## src/rtl/fsgninj_pipe.sv

```systemverilog
// Pipelined FP sign-injection unit (fsgnj/fsgnjn/fsgnjx) for H/S/D/Q formats,
// with valid/ready back-pressure, NaN-box checking and a pass-through tag.
module fsgninj_pipe #(
  parameter int FLEN   = 64,
  parameter int HEN    = 0,
  parameter int STAGES = 2,
  parameter int TAGW   = 5
) (
  input  logic            clk,
  input  logic            reset_n,
  input  logic            in_valid,
  output logic            in_ready,
  input  logic [FLEN-1:0] X,
  input  logic [FLEN-1:0] Y,
  input  logic [1:0]      Fmt,
  input  logic [1:0]      OpCtrl,
  input  logic [TAGW-1:0] tag_in,
  output logic            out_valid,
  input  logic            out_ready,
  output logic [FLEN-1:0] SgnRes,
  output logic            Illegal,
  output logic [TAGW-1:0] tag_out
);

  logic [FLEN-1:0] w_fmt_res [4];
  logic [3:0]      w_fmt_sup;
  logic [FLEN-1:0] w_res;
  logic            w_illegal;

  // Index gi equals the Fmt encoding: 0=S, 1=D, 2=H, 3=Q.
  for (genvar gi = 0; gi < 4; gi++) begin : g_fmt
    localparam int LW = (gi == 0) ? 32 : (gi == 1) ? 64 : (gi == 2) ? 16 : 128;
    localparam int EW = (gi == 0) ? 8  : (gi == 1) ? 11 : (gi == 2) ? 5  : 15;
    localparam bit SUP = (LW <= FLEN) && ((gi != 2) || (HEN != 0));

    if (!SUP) begin : g_unsup
      assign w_fmt_sup[gi] = 1'b0;
      assign w_fmt_res[gi] = '0;
    end else if (LW < FLEN) begin : g_boxed
      localparam logic [LW-1:0] QNAN = {1'b0, {EW{1'b1}}, 1'b1, {(LW-2-EW){1'b0}}};
      logic [LW-1:0] w_xp;
      logic [LW-1:0] w_yp;
      logic          w_sgn;
      assign w_xp  = (&X[FLEN-1:LW]) ? X[LW-1:0] : QNAN;
      assign w_yp  = (&Y[FLEN-1:LW]) ? Y[LW-1:0] : QNAN;
      assign w_sgn = (OpCtrl[1] ? w_xp[LW-1] : OpCtrl[0]) ^ w_yp[LW-1];
      assign w_fmt_sup[gi] = 1'b1;
      assign w_fmt_res[gi] = {{(FLEN-LW){1'b1}}, w_sgn, w_xp[LW-2:0]};
    end else begin : g_full
      logic w_sgn;
      assign w_sgn = (OpCtrl[1] ? X[LW-1] : OpCtrl[0]) ^ Y[LW-1];
      assign w_fmt_sup[gi] = 1'b1;
      assign w_fmt_res[gi] = {w_sgn, X[LW-2:0]};
    end
  end

  assign w_illegal = !w_fmt_sup[Fmt] || (OpCtrl == 2'b11);
  assign w_res     = w_illegal ? '0 : w_fmt_res[Fmt];

  logic [STAGES-1:0] r_valid;
  logic [FLEN-1:0]   r_res [STAGES];
  logic              r_ill [STAGES];
  logic [TAGW-1:0]   r_tag [STAGES];
  logic [STAGES-1:0] w_load;

  // A stage may load when it or any stage after it is empty, or the output drains.
  for (genvar gi = 0; gi < STAGES; gi++) begin : g_load
    assign w_load[gi] = out_ready | ~(&r_valid[STAGES-1:gi]);
  end

  assign in_ready = reset_n & w_load[0];

  always_ff @(posedge clk or negedge reset_n) begin
    if (!reset_n) begin
      r_valid <= '0;
      for (int i = 0; i < STAGES; i++) begin
        r_res[i] <= '0;
        r_ill[i] <= 1'b0;
        r_tag[i] <= '0;
      end
    end else begin
      if (w_load[0]) begin
        r_valid[0] <= in_valid;
        if (in_valid) begin
          r_res[0] <= w_res;
          r_ill[0] <= w_illegal;
          r_tag[0] <= tag_in;
        end
      end
      for (int i = 1; i < STAGES; i++) begin
        if (w_load[i]) begin
          r_valid[i] <= r_valid[i-1];
          if (r_valid[i-1]) begin
            r_res[i] <= r_res[i-1];
            r_ill[i] <= r_ill[i-1];
            r_tag[i] <= r_tag[i-1];
          end
        end
      end
    end
  end

  assign out_valid = r_valid[STAGES-1];
  assign SgnRes    = r_res[STAGES-1];
  assign Illegal   = r_ill[STAGES-1];
  assign tag_out   = r_tag[STAGES-1];

endmodule

```

## config.mk

```make
export PLATFORM = sky130hd
export DESIGN_NAME = fsgninj_pipe
export DESIGN_NICKNAME = d
export VERILOG_FILES = /design/src/rtl/fsgninj_pipe.sv
export SDC_FILE = /design/constraint.sdc
export NUM_CORES = 1
export LEC_CHECK = 0
export ABC_AREA = 1
export CORE_MARGIN = 2
export CORE_UTILIZATION = 42
export CTS_BUF_LIST = sky130_fd_sc_hd__clkbuf_16
export CTS_CLUSTER_DIAMETER = 60
export DETAILED_ROUTE_END_ITERATION = 8
export GPL_ROUTABILITY_DRIVEN = 0
export HOLD_SLACK_MARGIN = 0.15
export PLACE_DENSITY_LB_ADDON = 0.2
export SLEW_MARGIN = 5
export SYNTH_ARGS = -nofsm -noshare
export SYNTH_HDL_FRONTEND = slang
export SYNTH_SLANG_ARGS = --single-unit
```

## constraint.sdc

```tcl
create_clock -name clk -period 1.11 [get_ports clk]
set_input_delay 0.1665 -clock clk [delete_from_list [all_inputs] [get_ports clk]]
set_output_delay 0.1665 -clock clk [all_outputs]
set_load 0.03 [all_outputs]
```

### Word level (Yosys, flattened, before mapping)

Index checks and enable logic that the tools add are counted.

| word-level totals | value |
|---|---|
| bits in registers | 142 |
| word-level logic and storage cells | 36 |
| bits of input ports | 141 |
| output and inout port bits | 72 |

| cells by class | value |
|---|---|
| bitwise gates (word level) | 8 |
| equal/unequal tests | 1 |
| $lt $le $gt $ge | 2 |
| reduce and logical (&&, ||, !) cells | 7 |
| muxes and demuxes | 10 |

Operator list:

| operator | number |
|---|---|
| $mux 64 | 3 |
| $bmux 64 s2 | 1 |
| $mux 32 | 2 |
| $reduce_and 32->1 | 2 |
| $reduce_and 2->1 | 3 |
| $ge 3x3->1 const B | 1 |
| $lt 2x3->1 const B | 1 |
| $mux 1 | 3 |
| $not 2->3 | 1 |
| $bmux 1 s2 | 1 |
| $eq 2x2->1 const B | 1 |
| $not 1->1 | 2 |
| $or 1x1->1 | 2 |
| $xor 1x1->1 | 2 |
| $and 1x1->1 | 1 |
| $logic_not 1->1 | 1 |
| $logic_or 1x1->1 | 1 |

### Logic depth before layout (Yosys ltp)

Gate-level depths: netlist of the first run.

| logic depth | value |
|---|---|
| depth after elaboration | 8 |
| depth in mapped cells | 11 |
| mapped depth without buffers | 11 |

### Worst setup path after synthesis of the first run

Ideal clock, no wire load.

| timing path | value |
|---|---|
| kind | register to register |
| start point | reg r_valid[1] |
| end point | reg r_res[93] (netlist bit) |
| setup time | 130 ps |
| arrival | 1,249 ps |
| data required time | 980 ps |
| clock period less this slack | 1,379 ps |
| buffers on the path | 1 |
| cell stages (with the launch flop) | 9 |
| path slack | -269 ps |
| cell sequence | dfrtp_1 > nand2_2 > nor2_2 > nor2_4 > nand2_2 > inv_4 > buf_4 > o21ai_0 > o21ai_0 |

| between the ends | value |
|---|---|
| cells in the longest elaborated chain, start to end | 4 |

RTL lines:

| element | RTL line | text |
|---|---|---|
| from (decl) | 60 | `logic [STAGES-1:0] r_valid;` |
| from (signal, indexed assignment) | 92 | `r_valid[i] <= r_valid[i-1];` |
| $reduce_and 2->1 | 68 | `assign w_load[gi] = out_ready \| ~(&r_valid[STAGES-1:gi]);` |
| $not 1->1 | 68 |  |
| $or 1x1->1 | 68 |  |
| $reduce_and 2->1 (no source line) | n/a |  |
| to (signal, indexed assignment) | 94 | `r_res[i] <= r_res[i-1];` |
| to (decl) | 61 | `logic [FLEN-1:0] r_res [STAGES];` |

No other way between the ends.
A chain may end at the register's enable or synchronous reset.

### Final worst setup path of the first run

| timing path | value |
|---|---|
| start point | in X[43] |
| end point | reg r_res[92] (netlist bit) |

| between the ends | value |
|---|---|
| cells in the longest elaborated chain, start to end | 6 |

RTL lines:

| element | RTL line | text |
|---|---|---|
| from (decl) | 13 | `input logic [FLEN-1:0] X,` |
| $reduce_and 32->1 | 44 | `assign w_xp = (&X[FLEN-1:LW]) ? X[LW-1:0] : QNAN;` |
| $mux 32 | 44 |  |
| $bmux 64 s2 | 58 | `assign w_res = w_illegal ? '0 : w_fmt_res[Fmt];` |
| $mux 64 (implied by the code) (2 in series) | 58 |  |
| $mux 64 | 58 |  |

No other way between the ends. The select of a mux whose other input is x is not followed.

==> results of run 1 <==
-- placed cells by master, fill, tap and decap left out, drive strengths merged --
cell           netlist  layout
mux2                 1       1
inv                 82      84
clkinv               0      11
nor3                 1       1
o22ai                1       1
clkdlybuf4s50        0      67
or2                  1       1
bufbuf               0       4
clkbuf              12      27
and3                 1       1
dfrtp              142     142
dlymetal6s2s         0      12
nand2              120     121
dlygate4sd3          0      20
dlygate4sd2          0      29
nand4                3       3
a21oi                4       5
buf                 91     166
clkinvlp             0       2
nand3               25      25
bufinv               0       3
nor2                23      23
o21ai              177     177
-- layout make-up --
| cell class | count | area (um^2) |
|---|---|---|
| timing repair inverter | 3 | 23.8 |
| sequential | 142 | 3550 |
| clock inverter | 15 | 153 |
| fill | 1106 | 4630 |
| multi-input combinational | 359 | 2180 |
| inverter | 82 | 330 |
| clock buffer | 17 | 425 |
| timing repair buffer | 308 | 3560 |
| tap | 188 | 235 |
-- routing by layer --
layer | routed length [um] | global-route usage [%]
met4 | 515 | 8.99
met3 | 1050 | 5.15
met5 | 0 | 0
met2 | 9510 | 37.2
met1 | 7820 | 26.9
-- critical path, stage by stage --
cell	delay (ns)
clkdlybuf4s50_1	0.50
nand2_1	0.06
nor2_1	0.12
nand2_1	0.10
nor2_4	0.18
a21oi_4	0.08
buf_12	0.16
o21ai_0	0.22
o21ai_2	0.08
-- per-stage QoR --
step	cells	area, um^2	hold WS [ns]
final	1114	10500	-0.153
after global routing	1114	10500	-0.0678
after CTS	1075	9660	-0.0885
after detailed placement	979	8000	0.365
after global placement	979	8000	0.347
after floorplan	684	6480	-0.129
-- flip-flops by register name (all words and copies together) (netlist names) --
signal / count
r_valid: 2
r_ill: 1
Illegal: 1
SgnRes: 64
tag_out: 5
r_tag: 5
r_res: 64
-- path summary, 6_finish.rpt --
check | to | slack, ns | start | cells after the start
setup / recovery | r_res[92] | -0.28 | X[43] | 9
hold / removal | r_res[123] | -0.15 | reset_n | 2
setup reg to reg | r_res[78] | -0.26 | r_valid[1] | 9
hold reg to reg | r_res[95] | 0.50 | r_res[95] | 2
max in group asynchronous | r_res[75] | 0.70 | reset_n | 2
min in group clk | r_res[126] | 0.15 | X[62] | 3
-- report_power, final --
group	leakage (nW)	switching [mW]	internal, mW
logic	2.79	2.37	2.42
clock network	0.280	2.14	3.47
registers	1.86	0.418	5.87
total	4.93	4.92	11.8
-- cells by family (layout without fill, tap and decap cells) --
family,Yosys count,after routing,share of synthesized area [%]
simple gates,174,175,12.8
mux,1,1,0.175
flops,142,142,55.4
compound gates,182,183,15.6
buf+inv,185,425,16.1
-- timing repair --
item,in CTS,in global routing
setup endpoints to repair,211,212
pin swaps,25,23
resized for setup,153,130
hold buffers,19,1
endpoints found under the hold margin,161,143
buffers inserted,34,27
gates cloned,12,14
==> flow_summary.ini, run 1 <==
[timing]
period_share_pct = 125
fin_skew_ns = 0.00568
rsz0062_at_grt = true
finalWorstSetupSlack_ns = -0.279
fmax_ghz = 0.720
max-slew-margin-rel_pct = 50.1
setup_violations = 203
finalHoldViolCount = 142
whs_ns = -0.153
fin_setup_tns_ns = -27.59
drv_slew = 0
period_minus_slack_ns = 1.39
tightest_slew_ns = 0.748

[synthesis]
synth_ff_type = dfrtp_1
synth_top_cell_by_area = dfrtp_1
ys_types = 28
synthTopCellsByCount = dfrtp_1 (142), o21ai_0 (126), nand2_1 (118), inv_1 (78), buf_4 (71)
ys_seq_area_share_pct = 55.4
synth_most_common_cell = dfrtp_1
yosysWarningCount = 0
netlist_instances = 684
synth_edf_count = 0
ys_seq_elements = 142
ys_top_cells_by_area = dfrtp_1 (55%), o21ai_0 (9.8%), buf_4 (8.3%)
syn_area_um2 = 6420
synthDominantCellAreaShare_pct = 55.4
ys_async_sr_fraction_pct = 100
syn-num-nets = 825
syn_avg_cell_area_um2 = 9.38

[placed_design]
dp_hpwl_um = 10400
port-buffer-count = 181
dpl_worst_slack_ns = -0.748

[cells_and_area]
fin_util_pct = 69.3
area_delta_synth_final_pct = 63.1
layout.nets = 1054
drive_above_1_share_pct = 35.2
n_antenna_cell = 0

[clocking]
cts_buffers = 17
cts_tree = yes
ctsLongestPathBuffers = 2
cts_root_buf = clkbuf_16
clock-sinks = 142
htree_levels = 4
insertion_delay_ns = 0.42
clk_pin_slew_ns = 0.06

[grt]
track_usage_pct = 21.9
grt_max_degree = 143
grt_overflow = 0
grt_pass1_wl_um = 27400
antenna_found_initial = 0
grt_pass1_vias = 5478

[drt]
vias = 5440
ant_nets = 0
drtIter0Drc = 342
drt_wl_total_um = 18900
firstDrtPassIters = 4
wl_per_cell_um = 17.0
via_per_inst = 4.88
drcViolationCount = 0

[die]
die_w_um = 128
dieHeight_um = 128
rows = 45
start_util_pct = 42.5
num_io_pins = 213
die-area_um2 = 16300
core-area_um2 = 15100

[pwr]
ir_drop_mv = 1.11
cellPowerDensity_nw_per_um2 = 1590
p_leak_nw = 4.93
total_power_mw = 16.7

[worst_setup_path]
crit_path_end_kind = flop
cp.required_ns = 1.41
worstPathArrival_ns = 1.69
path_max_fanout = 7
worstSetupPathType = input port to flop
crit_path_start_kind = input port

[job]
maxCapViolCount = 0

[min_path]
hold_class = input port to asynchronous set/reset pin

[outcome]
violations = hold timing, setup timing
status = finished with violations
Note: power is estimated with default switching activity, not from simulation.
==> run 2: changes to the inputs <==
- ABC_AREA: 1 -> not set
- CORE_UTILIZATION: 42 -> 41
==> flow_summary.ini, run 2 <==
[drt]
vias = 4671
wl_per_cell_um = 18.6
drcViolationCount = 0
drtIter0Drc = 217
ant_nets = 0
drt_wl_total_um = 17200
via_per_inst = 5.04
firstDrtPassIters = 4

[timing]
finalWorstSetupSlack_ns = -0.402
finalHoldViolCount = 0
fmax_ghz = 0.661
tightest_slew_ns = 0.360
setup_violations = 208
fin_skew_ns = 0.00560
period_minus_slack_ns = 1.51
max-slew-margin-rel_pct = 75.9
rsz0062_at_grt = true
period_share_pct = 136
drv_slew = 0

[worst_setup_path]
rr_startpoint = r_valid[1]
crit_path_end_kind = flop
cp.required_ns = 1.41
r2r_end = r_res[82]
worstSetupPathType = flop to flop
worstPathArrival_ns = 1.81
critPathCapture = r_res[82]
r2r_cells = 8
crit_path_start_kind = flop
startpoint = r_valid[1]
regToRegSetupSlack_ns = -0.40
path_max_fanout = 6

[job]
maxCapViolCount = 0

[clocking]
insertion_delay_ns = 0.42
ctsLongestPathBuffers = 2
cts_root_buf = clkbuf_16
clock-sinks = 142
htree_levels = 4
cts_buffers = 17
clk_pin_slew_ns = 0.06
cts_tree = yes

[synthesis]
synth_edf_count = 0
syn-num-nets = 643
syn_avg_cell_area_um2 = 12.2
synth_compound_area_share_pct = 7.50
ys_top_cells_by_area = dfrtp_1 (58%), mux2_2 (14%), buf_4 (8.7%)
synth_simple_gate_area_share_pct = 10.4
syn_area_um2 = 6120
ys_seq_area_share_pct = 58.0
ys_seq_elements = 142
netlist_instances = 502
synth-xor-area-share_pct = 0.143
synth_most_common_cell = dfrtp_1
yosysWarningCount = 0
synthTopCellsByCount = dfrtp_1 (142), mux2_2 (74), buf_4 (71), nand2_1 (46), nor2b_1 (32)
synth_top_cell_by_area = dfrtp_1
synth_top_family_by_area = multiplexers
ys_types = 33
synth_ff_type = dfrtp_1
synth.mux.area_fraction_pct = 13.8
ys_async_sr_fraction_pct = 100
synthAdderAreaFrac_pct = 0
synthDominantCellAreaShare_pct = 58.0

[die]
core-area_um2 = 14600
start_util_pct = 42.0
num_io_pins = 213
die-area_um2 = 15900
die_w_um = 126
rows = 44
dieHeight_um = 126

[grt]
antenna_found_initial = 0
grt_overflow = 0
grt_max_degree = 52
grt_pass1_wl_um = 25500
track_usage_pct = 20.9
grt_pass1_vias = 4847

[pwr]
total_power_mw = 16.8
p_sw_share_pct = 29.5
p_int_mw = 11.8
power_frac_seq_pct = 38.7
p_sw_mw = 4.95
cellPowerDensity_nw_per_um2 = 1640
p_leak_nw = 4.95
ir_drop_mv = 1.12
comb_power_share_pct = 29.2
pwr-share-clk_pct = 32.1

[cells_and_area]
drive_above_1_share_pct = 51.1
mostFrequentLayoutCells = dfrtp_1 (141), buf_6 (73), clkdlybuf4s50_1 (68)
fin_util_pct = 70.2
final_cell_area_um2 = 10200
stdcell_count = 926
final.fill_count = 1067
area_delta_synth_final_pct = 67.3
layout.nets = 869
final_common_cell = dfrtp_1

[min_path]
hold_class = input port to flop
whs_path_depth = 4

[outcome]
violations = setup timing
status = finished with violations

[placed_design]
dp_hpwl_um = 10400
dp.cells = 816
dpl_worst_slack_ns = -0.898
port-buffer-count = 181
place_area_um2 = 7950
==> run 2: layout make-up <==
class	count	area [um^2]	area share (%)
sequential	142	3550	34.7
timing repair buffer	298	3410	33.2
multi-input combinational	268	2490	24.3
clock buffer	17	425	4.15
tap	184	230	2.25
clock inverter	15	130	1.27
inverter	1	3.75	0.0366
antenna	1	2.50	0.0244
==> run 2: power groups by stage <==
stage               Combinational [mW]  Sequential (mW)  Clock, mW
floorplan                         2.69             6.29          0
global placement                  3.69             6.40          0
detailed placement                3.74             6.43          0
CTS                               4.47             6.42       5.46
global route                      5.16             6.59       5.68
finish                            4.91             6.50       5.39
==> run 2: kinds of logic (layout without fill, tap and decap cells) <==
kind of cell / count (synthesis) / count (layout)
mux: 75 / 75
simple gates: 119 / 120
xor+xnor: 1 / 1
buf+inv: 93 / 331
other cells: 0 / 1
compound gates: 72 / 72
flops: 142 / 142
==> run 2: worst min path at each step <==
stage / to / slack (ns) / start
final: r_res[102] / 0.14 / X[38]
after global routing: r_res[102] / 0.17 / X[38]
after CTS: r_res[109] / 0.16 / X[45]
after detailed placement: SgnRes[22] / 0.19 / reset_n
after global placement: SgnRes[23] / 0.19 / reset_n
after floorplan: Illegal / -0.13 / reset_n
==> run 2: metrics by stage <==
stage | hold slack [ns] | TNS (ns)
final | 0.141 | -48.04
after detailed placement | 0.193 | -79.12
after global placement | 0.189 | -77.79
after global routing | 0.169 | -56.21
after CTS | 0.156 | -43.20
after floorplan | -0.129 | -26.27
==> run 2: worst max-delay path, cell delays in order, from the launching register on <==
cell and delay, ns:
dfrtp_2 0.37, nand3b_1 0.11, buf_4 0.16, buf_6 0.13
nand3_4 0.09, nor2_4 0.05, buf_12 0.14, buf_12 0.13
a22o_1 0.21
==> run 2: layer usage <==
metal | part of all wire, % | global-route usage, % | vias up
li1 | - | - | 2131
met2 | 50 | 33.6 | 168
met5 | 0 | 0 | -
met1 | 42 | 26.8 | 2348
met4 | 1.9 | 7.56 | 0
met3 | 6.3 | 6.24 | 24
==> run 2: repair_timing <==
item                                    4_1_cts  5_1_grt
gates cloned                                  9        9
hold buffers                                  3        3
pin swaps                                    14       82
hold endpoints to repair                    144        3
endpoints found under the setup margin      212      212
gates resized for setup                     134      149
buffers inserted                             42       13
